$ cat src/rtl/fwd_hazard_unit.sv
// fwd_hazard_unit: EX/ID operand forwarding selects, load scoreboard with load-use interlock and a
// consecutive-stall watchdog. Defining HAZARD_PERF_EN adds the stall/load-use performance counters.
module fwd_hazard_unit #(
    parameter int AW        = 5,
    parameter int NUM_SRC   = 2,
    parameter int STALL_TMO = 64
) (
    input  logic                   clk,
    input  logic                   rst_n,
    input  logic                   id_valid,
    input  logic [NUM_SRC*AW-1:0]  id_src_addr,
    input  logic [NUM_SRC-1:0]     id_src_used,
    input  logic                   id_is_load,
    input  logic                   id_reg_write,
    input  logic [AW-1:0]          id_rd_addr,
    input  logic [NUM_SRC*AW-1:0]  ex_src_addr,
    input  logic                   ex_reg_write,
    input  logic                   ex_is_load,
    input  logic [AW-1:0]          ex_rd_addr,
    input  logic                   mem_reg_write,
    input  logic                   mem_is_load,
    input  logic [AW-1:0]          mem_rd_addr,
    input  logic                   wb_reg_write,
    input  logic                   wb_is_load,
    input  logic [AW-1:0]          wb_rd_addr,
    output logic [2*NUM_SRC-1:0]   fwd_ex_sel,
    output logic [2*NUM_SRC-1:0]   fwd_id_sel,
    output logic                   stall_id,
    output logic                   flush_ex,
    output logic                   sb_busy,
    output logic                   hazard_err,
    output logic [31:0]            perf_stall_cnt,
    output logic [31:0]            perf_lu_cnt
);

    localparam int NREG   = 1 << AW;
    localparam int CW_RAW = $clog2(STALL_TMO + 1);
    localparam int CW     = (CW_RAW < 8) ? 8 : CW_RAW;

    localparam logic [CW-1:0]   TMO_LAST = CW'(STALL_TMO - 1);
    localparam logic [CW-1:0]   TMO_SAT  = CW'(STALL_TMO);
    localparam logic [CW-1:0]   CNT_ONE  = {{(CW-1){1'b0}}, 1'b1};
    localparam logic [AW-1:0]   REG_ZERO = {AW{1'b0}};
    localparam logic [NREG-1:0] BIT0     = {{(NREG-1){1'b0}}, 1'b1};

    logic [2*NUM_SRC-1:0] fwd_ex_sel_s;
    logic [2*NUM_SRC-1:0] fwd_id_sel_s;
    logic                 wb_clr_s;
    logic                 dep_s;
    logic                 stall_s;
    logic                 issue_s;
    logic [NREG-1:0]      set_vec_s;
    logic [NREG-1:0]      clr_vec_s;
    logic [NREG-1:0]      sb_d;
    logic [NREG-1:0]      sb_q;
    logic [CW-1:0]        wd_cnt_d;
    logic [CW-1:0]        wd_cnt_q;
    logic                 hazard_err_d;
    logic                 hazard_err_q;

    // EX operands only see MEM/WB; a load in MEM has no data yet, so it never forwards.
    function automatic logic [1:0] ex_sel_f(input logic [AW-1:0] a);
        logic [1:0] sel;
        if (a == REG_ZERO) begin
            sel = 2'b00;
        end else if (mem_reg_write && !mem_is_load && (mem_rd_addr == a)) begin
            sel = 2'b10;
        end else if (wb_reg_write && (wb_rd_addr == a)) begin
            sel = 2'b01;
        end else begin
            sel = 2'b00;
        end
        return sel;
    endfunction

    // ID operands may take the EX ALU result, but never a load still in flight.
    function automatic logic [1:0] id_sel_f(input logic [AW-1:0] a, input logic used);
        logic [1:0] sel;
        if (!used || (a == REG_ZERO)) begin
            sel = 2'b00;
        end else if (ex_reg_write && !ex_is_load && (ex_rd_addr == a)) begin
            sel = 2'b11;
        end else if (mem_reg_write && !mem_is_load && (mem_rd_addr == a)) begin
            sel = 2'b10;
        end else if (wb_reg_write && (wb_rd_addr == a)) begin
            sel = 2'b01;
        end else begin
            sel = 2'b00;
        end
        return sel;
    endfunction

    // Per-operand forwarding selects for both stages.
    always_comb begin
        fwd_ex_sel_s = '0;
        fwd_id_sel_s = '0;
        for (int i = 0; i < NUM_SRC; i++) begin
            fwd_ex_sel_s[2*i +: 2] = ex_sel_f(ex_src_addr[i*AW +: AW]);
            fwd_id_sel_s[2*i +: 2] = id_sel_f(id_src_addr[i*AW +: AW], id_src_used[i]);
        end
    end

    // Load-use interlock; a register whose load completes this cycle is bypassed via WB.
    always_comb begin
        wb_clr_s = wb_reg_write & wb_is_load;
        dep_s    = 1'b0;
        for (int i = 0; i < NUM_SRC; i++) begin
            dep_s = dep_s | (id_src_used[i]
                             & (id_src_addr[i*AW +: AW] != REG_ZERO)
                             & sb_q[id_src_addr[i*AW +: AW]]
                             & ~(wb_clr_s & (wb_rd_addr == id_src_addr[i*AW +: AW])));
        end
        stall_s = id_valid & dep_s;
        issue_s = id_valid & ~stall_s & id_is_load & id_reg_write & (id_rd_addr != REG_ZERO);
    end

    // Scoreboard next state: clear applied first so a same-register issue keeps the bit set.
    always_comb begin
        set_vec_s = issue_s  ? (BIT0 << id_rd_addr) : {NREG{1'b0}};
        clr_vec_s = wb_clr_s ? (BIT0 << wb_rd_addr) : {NREG{1'b0}};
        sb_d      = (sb_q & ~clr_vec_s) | set_vec_s;
    end

    // Watchdog: saturating run-length of stall cycles; the flag latches on the timeout cycle.
    always_comb begin
        if (!stall_s) begin
            wd_cnt_d = {CW{1'b0}};
        end else if (wd_cnt_q == TMO_SAT) begin
            wd_cnt_d = wd_cnt_q;
        end else begin
            wd_cnt_d = wd_cnt_q + CNT_ONE;
        end
        hazard_err_d = hazard_err_q | (stall_s & (wd_cnt_q == TMO_LAST));
    end

    // Scoreboard and watchdog state.
    always_ff @(posedge clk or negedge rst_n) begin
        if (!rst_n) begin
            sb_q         <= {NREG{1'b0}};
            wd_cnt_q     <= {CW{1'b0}};
            hazard_err_q <= 1'b0;
        end else begin
            sb_q         <= sb_d;
            wd_cnt_q     <= wd_cnt_d;
            hazard_err_q <= hazard_err_d;
        end
    end

`ifdef HAZARD_PERF_EN
    logic [31:0] perf_stall_d;
    logic [31:0] perf_stall_q;
    logic [31:0] perf_lu_d;
    logic [31:0] perf_lu_q;
    logic        stall_prev_d;
    logic        stall_prev_q;

    // Stall-cycle total and load-use event count (rising edges of the stall).
    always_comb begin
        perf_stall_d = perf_stall_q + {31'd0, stall_s};
        perf_lu_d    = perf_lu_q + {31'd0, stall_s & ~stall_prev_q};
        stall_prev_d = stall_s;
    end

    // Performance counter state.
    always_ff @(posedge clk or negedge rst_n) begin
        if (!rst_n) begin
            perf_stall_q <= 32'd0;
            perf_lu_q    <= 32'd0;
            stall_prev_q <= 1'b0;
        end else begin
            perf_stall_q <= perf_stall_d;
            perf_lu_q    <= perf_lu_d;
            stall_prev_q <= stall_prev_d;
        end
    end

    assign perf_stall_cnt = perf_stall_q;
    assign perf_lu_cnt    = perf_lu_q;
`else
    assign perf_stall_cnt = 32'd0;
    assign perf_lu_cnt    = 32'd0;
`endif

    assign fwd_ex_sel = fwd_ex_sel_s;
    assign fwd_id_sel = fwd_id_sel_s;
    assign stall_id   = stall_s;
    assign flush_ex   = stall_s;
    assign sb_busy    = |sb_q;
    assign hazard_err = hazard_err_q;

endmodule
$ cat config.mk
export PLATFORM = sky130hd
export DESIGN_NAME = fwd_hazard_unit
export DESIGN_NICKNAME = d
export VERILOG_FILES = /design/src/rtl/fwd_hazard_unit.sv
export SDC_FILE = /design/constraint.sdc
export NUM_CORES = 1
export LEC_CHECK = 0
export ABC_CLOCK_PERIOD_IN_PS = 3560
export CAP_MARGIN = 20
export CORE_ASPECT_RATIO = 0.75
export CORE_MARGIN = 1
export CORE_UTILIZATION = 40
export CTS_CLUSTER_SIZE = 25
export DETAILED_ROUTE_END_ITERATION = 16
export DONT_BUFFER_PORTS = 1
export GPL_TIMING_DRIVEN = 0
export HOLD_SLACK_MARGIN = 0.08
export PLACE_DENSITY = 0.6
export SLEW_MARGIN = 20
export SYNTH_ARGS = -nofsm -noshare
export SYNTH_HDL_FRONTEND = slang
export SYNTH_SLANG_ARGS = --single-unit
$ cat constraint.sdc
create_clock -name clk -period 3.56 [get_ports clk]
set_input_delay 0.712 -clock clk [delete_from_list [all_inputs] [get_ports clk]]
set_output_delay 0.712 -clock clk [all_outputs]
set_load 0.01 [all_outputs]
==> impl_metrics.tcl, run 1 <==
set metrics [dict create \
    path_depth 9 \
    drv_slew 0 \
    fp.dieW_um 116 \
    tritoncts.num_buffers 5 \
    worstPathMaxFanout 9 \
    dpl_cell_area_sq_um 4260 \
    hold_viol 0 \
    viasPerCell 5.30 \
    synth.cell_area_sq_um 3870 \
    ctsLongestPathBuffers 2 \
    post_synth_main_area_contributors "sky130_fd_sc_hd__dfrtp_1, sky130_fd_sc_hd__buf_4, sky130_fd_sc_hd__xor2_1, sky130_fd_sc_hd__mux4_2, sky130_fd_sc_hd__o31ai_1" \
    worstSkewPairLatency_ns 0.29 \
    row_count 30 \
    drt-initial-drc-count 203 \
    ys_async_sr_fraction_pct 100 \
    pwr_density_cell_nw_per_um2 319 \
    route.detailed.drc 0 \
    critical-path-top-delay-family "compound AO/OA/AOI/OAI gates" \
    start_kind "primary input" \
    hp-class "in2async" \
    synth-edff-count 0 \
    area_overhead_vs_synth_pct 14.5 \
    max_cap_viol_count 0 \
    hold_ws_ns 0.119 \
    r2r_setup_slack_ns 1.03 \
    layout.cells.most_common_list "sky130_fd_sc_hd__buf_4, sky130_fd_sc_hd__conb_1, sky130_fd_sc_hd__dfrtp_1" \
    cp_num_buf_inv 3 \
    path_clk_slew_ns 0.06 \
    max_slew_margin_pct 51.4 \
    netlist-cell-type-count 48 \
    worst_endpoint_data_arrival_time_ns 2.80 \
    wl_um 10600 \
    grt_setup_unrepaired "no" \
    worst_setup_path_endpoint "stall_id" \
    worst_slew_pin_slew_ns 0.729 \
    finalSetupViolCount 0 \
    synth.yosys.seq_area_share_pct 26.5 \
    cp-end-kind "primary output" \
    num_vias 3309 \
    worst-r2r-cell-count 7 \
    crit-reg2reg-capture "sb_q[17]" \
    design.final.nets 550 \
    number_of_antenna_violations_at_the_first_check_in_global_routing 0 \
    power.ir.vdd_worst_uv 294 \
    detailedPlacementHpwl_um 8320 \
    initial_utilization_pct 41.9 \
    hold_buffers 0 \
    r2r-start "sb_q[14]" \
    power.leakage_nw 1.91 \
    setup-tns-final_ns 0 \
    finalCriticalPeriod_ns 3.51 \
    master_cell_of_the_clock_root_buffer "sky130_fd_sc_hd__clkbuf_16" \
    cpMaxStageDelayCell "sky130_fd_sc_hd__mux4_2" \
    h_tree_depth 2 \
    tritoncts "done" \
    cp-startpoint "id_src_addr[7]" \
    maximum_number_of_pins_on_one_net_before_global_route_repair 42 \
    synthesis.yosys.warnings 0 \
    worst_path_cell_chain "buf_6, mux2i_1, mux4_2, and3b_1, a311o_1, o32a_1, buf_6, nor2_2, buf_4" \
    average_wire_length_per_cell_after_detail_routing_um 17.0 \
    cp_data_required_time_ns 2.85 \
    dieHeight_um 87.2 \
    tritoncts_num_sinks 41 \
    netlist.area_leader.share_pct 26.5 \
    dieArea_sq_um 10100 \
    overall_fraction_of_global_route_tracks_in_use_pct 21.5 \
    maxClockFrequency_mhz 285 \
    slowest_delay_ns 0.46 \
    timing.final.crit_share_pct 98.5 \
    ys_dominant_reg_cell "sky130_fd_sc_hd__dfrtp_1" \
    layout_commonest_cell "sky130_fd_sc_hd__buf_4" \
    postRouteAntennaNets 0 \
    port_buffers 0 \
    critical-path-top-cell-by-count "sky130_fd_sc_hd__buf_6" \
    run_status "finished, final reports clean" \
    antenna-diode-count 0 \
    number_of_optimization_iterations_in_the_first_detailed_route_pass 5 \
    globalRoute.totalOverflow 0 \
    finish.instance_area_sq_um 4430 \
    fin_skew_ns 0.00777 \
    grt_pass1_wl_um 16400 \
    first_global_vias 3033 \
    routabilityCongestion 0.874 \
    cell_taking_the_most_area_after_synthesis "sky130_fd_sc_hd__dfrtp_1" \
    ys_ff_latch 41 \
    synthesis.instances 425 \
    critical_path_class "in2out" \
    layout-drive-gt1-share_pct 23.6 \
    io-pin-count 129 \
    placeableCoreArea_sq_um 9230 \
    mapped_avg_cell_area_sq_um 9.10 \
]
## worst min path at each step
stage                     startpoint           to  slack, ns  cells after the start
after global routing           rst_n     sb_q[26]        0.1                      0
after CTS                      rst_n     sb_q[14]       0.11                      0
final                          rst_n  wd_cnt_q[5]       0.12                      0
after global placement         rst_n  wd_cnt_q[5]       0.42                      0
after floorplan                rst_n   hazard_err       0.42                      0
after detailed placement       rst_n  wd_cnt_q[5]       0.42                      0
## cell families (layout without fill, tap and decap cells)
group                      after synthesis  after routing  share of synthesized area, %
AOI/OAI and AO/OA                       81             81                          14.5
xor gates and xnor gates                56             56                          12.7
adders and majority gates                2              2                         0.647
buffers and inverters                   93            101                          16.6
DFF                                     41             41                          26.5
muxes                                   24             24                          10.2
other                                    1             64                        0.0970
and+or+nand+nor                        127            127                          18.7
## flip-flops by register name, summed over array words and instances, names as in the netlist
| register | count |
|---|---|
| hazard_err | 1 |
| wd_cnt_q | 8 |
| sb_q | 32 |
## worst reg2reg max path, stage by stage, from the launching register on
cell,delay [ns]
sky130_fd_sc_hd__dfrtp_1,0.48
sky130_fd_sc_hd__mux2i_1,0.11
sky130_fd_sc_hd__mux4_2,0.46
sky130_fd_sc_hd__and3b_1,0.19
sky130_fd_sc_hd__a311o_1,0.33
sky130_fd_sc_hd__o32ai_4,0.51
sky130_fd_sc_hd__buf_6,0.22
sky130_fd_sc_hd__o31ai_1,0.09
## power breakdown
group          internal [mW]  leakage [nW]  switching, mW
Sequential             0.507         0.558         0.0562
Clock                  0.263        0.0704          0.192
Combinational          0.192          1.28          0.201
Total                  0.962          1.91          0.449
## synthesized netlist by cell type, drive strengths merged, types with 2 or more instances
cell,number
a21oi,5
xor2,34
buf,77
mux2i,8
nand2,20
nor3b,2
o21ai,32
xnor2,22
dfrtp,41
nand3,17
clkbuf,12
or2,5
ha,2
mux2,4
nor3,11
nand2b,6
and2,2
or4,3
and3,4
nand3b,7
nand4,8
nor2b,7
o31ai,32
nor4,16
nor2,16
inv,3
mux4,12
## per-layer routing
layer	share of wire (%)	up-vias	global-route usage, %
met3	10	5	4.31
li1	-	1552	-
met2	44	173	31.1
met1	46	1579	33.2
met4	0.42	0	2.95
met5	0	-	0
## metrics by stage
step | instances | util (%) | worst slack, ns | power, mW
after floorplan | 488 | - | 0.133 | 0.871
after global placement | 616 | 46.2 | -0.197 | 0.945
after detailed placement | 616 | 46.2 | -0.158 | 0.951
after CTS | 624 | 47.8 | 0.0387 | 1.41
after global routing | 624 | 48.0 | 0.00116 | 1.49
final | 624 | 48.0 | 0.0520 | 1.41
## what timing repair did
action                     in CTS  in global routing
buffers inserted                0                  0
gates resized for setup         2                  6
setup endpoints to repair       2                  1
## final cells by class
cell class	instances	area, sq um
buffer	89	637
clock buffer	5	125
clock inverter	3	25.0
fill	928	4800
inverter	4	15.0
multi-input combinational	354	2440
sequential	41	1030
tap	128	160
Note: power is estimated with default switching activity, not from simulation.
==> inputs of run 2 (changes only) <==
--- a/config.mk
+++ b/config.mk
@@ -8,7 +8,7 @@
 export ABC_CLOCK_PERIOD_IN_PS = 3560
 export CAP_MARGIN = 20
 export CORE_ASPECT_RATIO = 0.75
-export CORE_MARGIN = 1
+export CORE_MARGIN = 2
 export CORE_UTILIZATION = 40
 export CTS_CLUSTER_SIZE = 25
 export DETAILED_ROUTE_END_ITERATION = 16
==> run 2 against run 1 <==
Net effect: core utilization down 1.5 points; global-route usage down 2.0 points; count of clock-buffer cells in the layout up 1; critical path depth unchanged; sequential power about the same; power down 1.3%; combinational power about the same; non-clock buffer count unchanged; worst setup slack better by 0.0052 ns; routed wire length down 0.58%; final cell count up 0.64%; register-to-register slack about the same; largest power group unchanged.
==> impl_metrics.tcl, run 2 (synthesis results as in run 1) <==
set metrics [dict create \
    number_of_optimization_iterations_in_the_first_detailed_route_pass 7 \
    finalCriticalPeriod_ns 3.50 \
    master_cell_of_the_clock_root_buffer "sky130_fd_sc_hd__clkbuf_16" \
    worst_slew_pin_slew_ns 0.742 \
    placeableCoreArea_sq_um 9540 \
    largest_register_ffs 32 \
    grt_pass1_wl_um 15900 \
    regMostFlops "sb_q" \
    area.sequential_sq_um 1030 \
    run_status "finished, final reports clean" \
    area_used_by_multi_input_combinational_logic_sq_um 2440 \
    layout_commonest_cell "sky130_fd_sc_hd__buf_4" \
    viasPerCell 5.35 \
    area_overhead_vs_synth_pct 14.6 \
    worst_endpoint_data_arrival_time_ns 2.79 \
    first_global_vias 2904 \
    path_clk_slew_ns 0.06 \
    wl_um 10500 \
    dpl_cell_area_sq_um 4270 \
    slowest_delay_ns 0.47 \
    tritoncts.num_buffers 5 \
    overall_fraction_of_global_route_tracks_in_use_pct 19.5 \
    maximum_number_of_pins_on_one_net_before_global_route_repair 42 \
    layout.cells.most_common_list "sky130_fd_sc_hd__buf_4, sky130_fd_sc_hd__conb_1, sky130_fd_sc_hd__dfrtp_1" \
    hold_buffers 0 \
    port_buffers 0 \
    critical-path-top-cell-by-count "sky130_fd_sc_hd__buf_6" \
    max_cap_viol_count 0 \
    finish.instance_area_sq_um 4430 \
    fin_skew_ns 0.00518 \
    design.final.nets 550 \
    worstPathMaxFanout 9 \
    h_tree_depth 2 \
    fin_util_pct 46.4 \
    post-cts-setup-buffers 0 \
    route.detailed.drc 0 \
    critical_path_class "in2out" \
    hp-class "in2async" \
    cpMaxStageDelayCell "sky130_fd_sc_hd__mux4_2" \
    fp.dieW_um 118 \
    number_of_antenna_violations_at_the_first_check_in_global_routing 0 \
    detailedPlacementHpwl_um 8200 \
    cp_num_buf_inv 3 \
    layout-drive-gt1-share_pct 23.8 \
    row_count 31 \
    grt_setup_unrepaired "no" \
    timing.final.crit_share_pct 98.4 \
    tritoncts_num_sinks 41 \
    critical-path-top-delay-family "compound AO/OA/AOI/OAI gates" \
    globalRoute.totalOverflow 0 \
    io-pin-count 129 \
    worstSkewPairLatency_ns 0.29 \
    power.ir.vdd_worst_uv 220 \
    fillerInstances 945 \
    finalSetupViolCount 0 \
    power.leakage_nw 1.92 \
    routabilityCongestion 0.874 \
    drt-initial-drc-count 257 \
    worst_path_cell_chain "buf_6, mux2i_1, mux4_2, and3b_1, a311o_1, o32a_1, buf_6, nor2_2, buf_4" \
    max_slew_margin_pct 50.6 \
    postRouteAntennaNets 0 \
    start_kind "primary input" \
    maxClockFrequency_mhz 285 \
    tritoncts "done" \
    cp-end-kind "primary output" \
    antenna-diode-count 0 \
    r2r_setup_slack_ns 1.02 \
    initial_utilization_pct 40.5 \
    dieArea_sq_um 10500 \
    ctsLongestPathBuffers 2 \
    average_wire_length_per_cell_after_detail_routing_um 16.8 \
    num_vias 3359 \
    pwr_density_cell_nw_per_um2 314 \
    hold_viol 0 \
    cp_data_required_time_ns 2.85 \
    drv_slew 0 \
    dieHeight_um 89.2 \
]
[run 2: cell type report]
| type | instances | share of cell area [%] |
|---|---|---|
| buffer | 89 | 14.5 |
| clock inverter | 2 | 0.226 |
| clock buffer | 6 | 2.91 |
| inverter | 4 | 0.339 |
| tap | 132 | 3.73 |
| multi-input combinational | 354 | 55.2 |
| sequential | 41 | 23.2 |
[run 2: repair_timing]
item,4_1_cts,5_1_grt
endpoints found under the setup margin,2,1
pin swaps,0,2
resized for setup,3,9
endpoints found under the hold margin,0,0
[run 2: worst register-to-register path: stages (launching register included)]
cell,delay (ns)
sky130_fd_sc_hd__dfrtp_1,0.46
sky130_fd_sc_hd__mux2i_1,0.11
sky130_fd_sc_hd__mux4_2,0.47
sky130_fd_sc_hd__and3b_1,0.20
sky130_fd_sc_hd__a311o_1,0.33
sky130_fd_sc_hd__o32ai_4,0.51
sky130_fd_sc_hd__buf_6,0.22
sky130_fd_sc_hd__o31ai_1,0.10
[run 2: per-layer routing]
metal / routed length [um] / global-route usage, % / part of all wire (%)
met3: 1190 / 5.55 / 11
met1: 4900 / 28.7 / 47
met2: 4330 / 28.3 / 41
met5: 0 / 0 / 0
met4: 102 / 4.71 / 0.97
[run 2: final timing paths]
path / startpoint / endpoint / cells after the start
worst max-delay path: id_src_addr[7] / stall_id / 9
worst min-delay path: rst_n / wd_cnt_q[3] / 0
worst max register to register: sb_q[15] / sb_q[25] / 7
worst min register to register: hazard_err / hazard_err / 1
max in group asynchronous: rst_n / sb_q[25] / 0
min in group clk: id_rd_addr[4] / sb_q[14] / 1
[run 2: per-stage QoR]
stage / hold slack (ns) / setup WS (ns) / instances / setup TNS [ns] / power, mW
after floorplan: 0.416 / 0.133 / 488 / 0 / 0.871
after global placement: 0.417 / -0.239 / 620 / -0.308 / 0.944
after detailed placement: 0.417 / -0.264 / 620 / -0.357 / 0.950
after CTS: 0.115 / 0.0143 / 628 / 0 / 1.38
after global routing: 0.105 / 0.000939 / 628 / 0 / 1.46
final: 0.117 / 0.0571 / 628 / 0 / 1.39
[run 2: where the power goes]
part	switching, mW	internal [mW]	total (mW)
clock network	0.177	0.257	0.434
logic	0.201	0.192	0.393
registers	0.0574	0.507	0.565
total	0.435	0.957	1.39
==> inputs of run 3 (changes only) <==
--- a/config.mk
+++ b/config.mk
@@ -7,15 +7,17 @@
 export LEC_CHECK = 0
 export ABC_CLOCK_PERIOD_IN_PS = 3560
 export CAP_MARGIN = 20
+export CELL_PAD_IN_SITES_DETAIL_PLACEMENT = 1
+export CELL_PAD_IN_SITES_GLOBAL_PLACEMENT = 2
 export CORE_ASPECT_RATIO = 0.75
 export CORE_MARGIN = 2
-export CORE_UTILIZATION = 40
+export CORE_UTILIZATION = 38
 export CTS_CLUSTER_SIZE = 25
 export DETAILED_ROUTE_END_ITERATION = 16
 export DONT_BUFFER_PORTS = 1
 export GPL_TIMING_DRIVEN = 0
 export HOLD_SLACK_MARGIN = 0.08
-export PLACE_DENSITY = 0.6
+export PLACE_DENSITY = 0.87
 export SLEW_MARGIN = 20
 export SYNTH_ARGS = -nofsm -noshare
 export SYNTH_HDL_FRONTEND = slang
==> run 3 against run 2 <==
Net effect: core utilization down 0.77 points; critical path depth unchanged; register-to-register slack better by 0.02 ns; hold slack worse by 0.00075 ns; first-iteration DRC count down 14%; clock skew up 0.00057 ns.
==> impl_metrics.tcl, run 3 (synthesis results as in run 1) <==
set metrics [dict create \
    run_status "finished, final reports clean" \
    power.ir.vdd_worst_uv 218 \
    timing.final.crit_share_pct 98.0 \
    num_vias 3314 \
    maxClockFrequency_mhz 287 \
    initial_utilization_pct 39.6 \
    globalRoute.totalOverflow 0 \
    hold_viol 0 \
    layout_commonest_cell "sky130_fd_sc_hd__buf_4" \
    antenna-diode-count 0 \
    grt_pass1_wl_um 18900 \
    io-pin-count 129 \
    master_cell_of_the_clock_root_buffer "sky130_fd_sc_hd__clkbuf_16" \
    start_kind "primary input" \
    fin_skew_ns 0.00575 \
    design.final.nets 550 \
    largest_register_ffs 32 \
    r2r_setup_slack_ns 1.04 \
    overall_fraction_of_global_route_tracks_in_use_pct 21.6 \
    first_global_vias 3431 \
    power.leakage_nw 1.93 \
    layout.cells.most_common_list "sky130_fd_sc_hd__buf_4, sky130_fd_sc_hd__conb_1, sky130_fd_sc_hd__dfrtp_1" \
    dieHeight_um 91.4 \
    layout-drive-gt1-share_pct 23.6 \
    worst-r2r-cell-count 7 \
    h_tree_depth 2 \
    viasPerCell 5.28 \
    dpl_cell_area_sq_um 4270 \
    critical_path_class "in2out" \
    hp-class "in2async" \
    regMostFlops "sb_q" \
    setup-tns-final_ns 0 \
    grt_setup_unrepaired "no" \
    tritoncts "done" \
    maximum_number_of_pins_on_one_net_before_global_route_repair 42 \
    r2r-start "sb_q[14]" \
    detailedPlacementHpwl_um 9350 \
    row_count 31 \
    fp.dieW_um 120 \
    number_of_antenna_violations_at_the_first_check_in_global_routing 0 \
    hold_buffers 0 \
    max_cap_viol_count 0 \
    port_buffers 0 \
    ctsLongestPathBuffers 2 \
    max_slew_margin_pct 54.0 \
    postRouteAntennaNets 0 \
    dieArea_sq_um 11000 \
    tritoncts_num_sinks 41 \
    number_of_optimization_iterations_in_the_first_detailed_route_pass 4 \
    placeableCoreArea_sq_um 9770 \
    worstPathMaxFanout 9 \
    cp_data_required_time_ns 2.85 \
    wl_um 11800 \
    worst_slew_pin_slew_ns 0.690 \
    area_overhead_vs_synth_pct 15.4 \
    hold_ws_ns 0.117 \
    path_clk_slew_ns 0.06 \
    cp-end-kind "primary output" \
    crit-reg2reg-capture "sb_q[29]" \
    routabilityCongestion 0.904 \
    average_wire_length_per_cell_after_detail_routing_um 18.8 \
    drv_slew 0 \
    tritoncts.num_buffers 5 \
    route.detailed.drc 0 \
    finalCriticalPeriod_ns 3.49 \
    worst_endpoint_data_arrival_time_ns 2.78 \
    worstSkewPairLatency_ns 0.28 \
    drt-initial-drc-count 222 \
    finish.instance_area_sq_um 4460 \
    pwr_density_cell_nw_per_um2 332 \
    finalSetupViolCount 0 \
]
==> run 3: stage by stage <==
step	setup WS, ns	util, %	power, mW	std cells
6_report	0.0700	45.7	1.48	628
2_1_floorplan	0.133	-	0.871	488
3_3_place_gp	-0.212	43.7	0.946	620
4_1_cts	0.00466	45.5	1.48	628
5_1_grt	0.0124	45.7	1.56	628
3_5_place_dp	-0.243	43.7	0.958	620
==> run 3: how the worst max path moves through the flow <==
stage	from	end	slack [ns]	cells after the start
after floorplan	id_src_addr[7]	stall_id	0.13	9
after global placement	id_src_addr[0]	stall_id	-0.21	10
after detailed placement	id_src_addr[0]	stall_id	-0.24	10
after CTS	id_src_addr[1]	stall_id	0.005	9
after global routing	id_src_addr[7]	stall_id	0.01	9
final	id_src_addr[7]	stall_id	0.07	9
==> run 3: repair_timing <==
item,in CTS,in global routing
setup endpoints to repair,2,1
gates resized for setup,3,7
setup buffers,0,0
==> run 3: power by group <==
part | switching (mW) | internal, mW
sequential | 0.0598 | 0.507
clock | 0.185 | 0.332
combinational | 0.207 | 0.192
total | 0.451 | 1.03
==> run 3: worst max-delay path, cell delays in order <==
cell	delay [ns]
sky130_fd_sc_hd__buf_6	0.11
sky130_fd_sc_hd__mux2i_1	0.11
sky130_fd_sc_hd__mux4_2	0.48
sky130_fd_sc_hd__and3b_1	0.20
sky130_fd_sc_hd__a311o_1	0.33
sky130_fd_sc_hd__o32a_1	0.39
sky130_fd_sc_hd__buf_6	0.17
sky130_fd_sc_hd__nor2_4	0.12
sky130_fd_sc_hd__buf_4	0.14
==> run 3: final cells by class <==
class / instances / area (sq um)
Sequential cell: 41 / 1030
Inverter: 4 / 15.0
Buffer: 89 / 641
Clock inverter: 2 / 38.8
Fill cell: 1205 / 5310
Tap cell: 132 / 165
Multi-Input combinational cell: 354 / 2450
Clock buffer: 6 / 129
==> run 3: routing by layer <==
layer	part of all wire, %	wire, um	up-vias	track usage (%)
li1	-	-	1558	-
met1	46	5430	1641	31.6
met2	45	5330	113	34.2
met3	8.6	1020	2	4.21
met4	0.059	7	0	2.23
met5	0	0	-	0
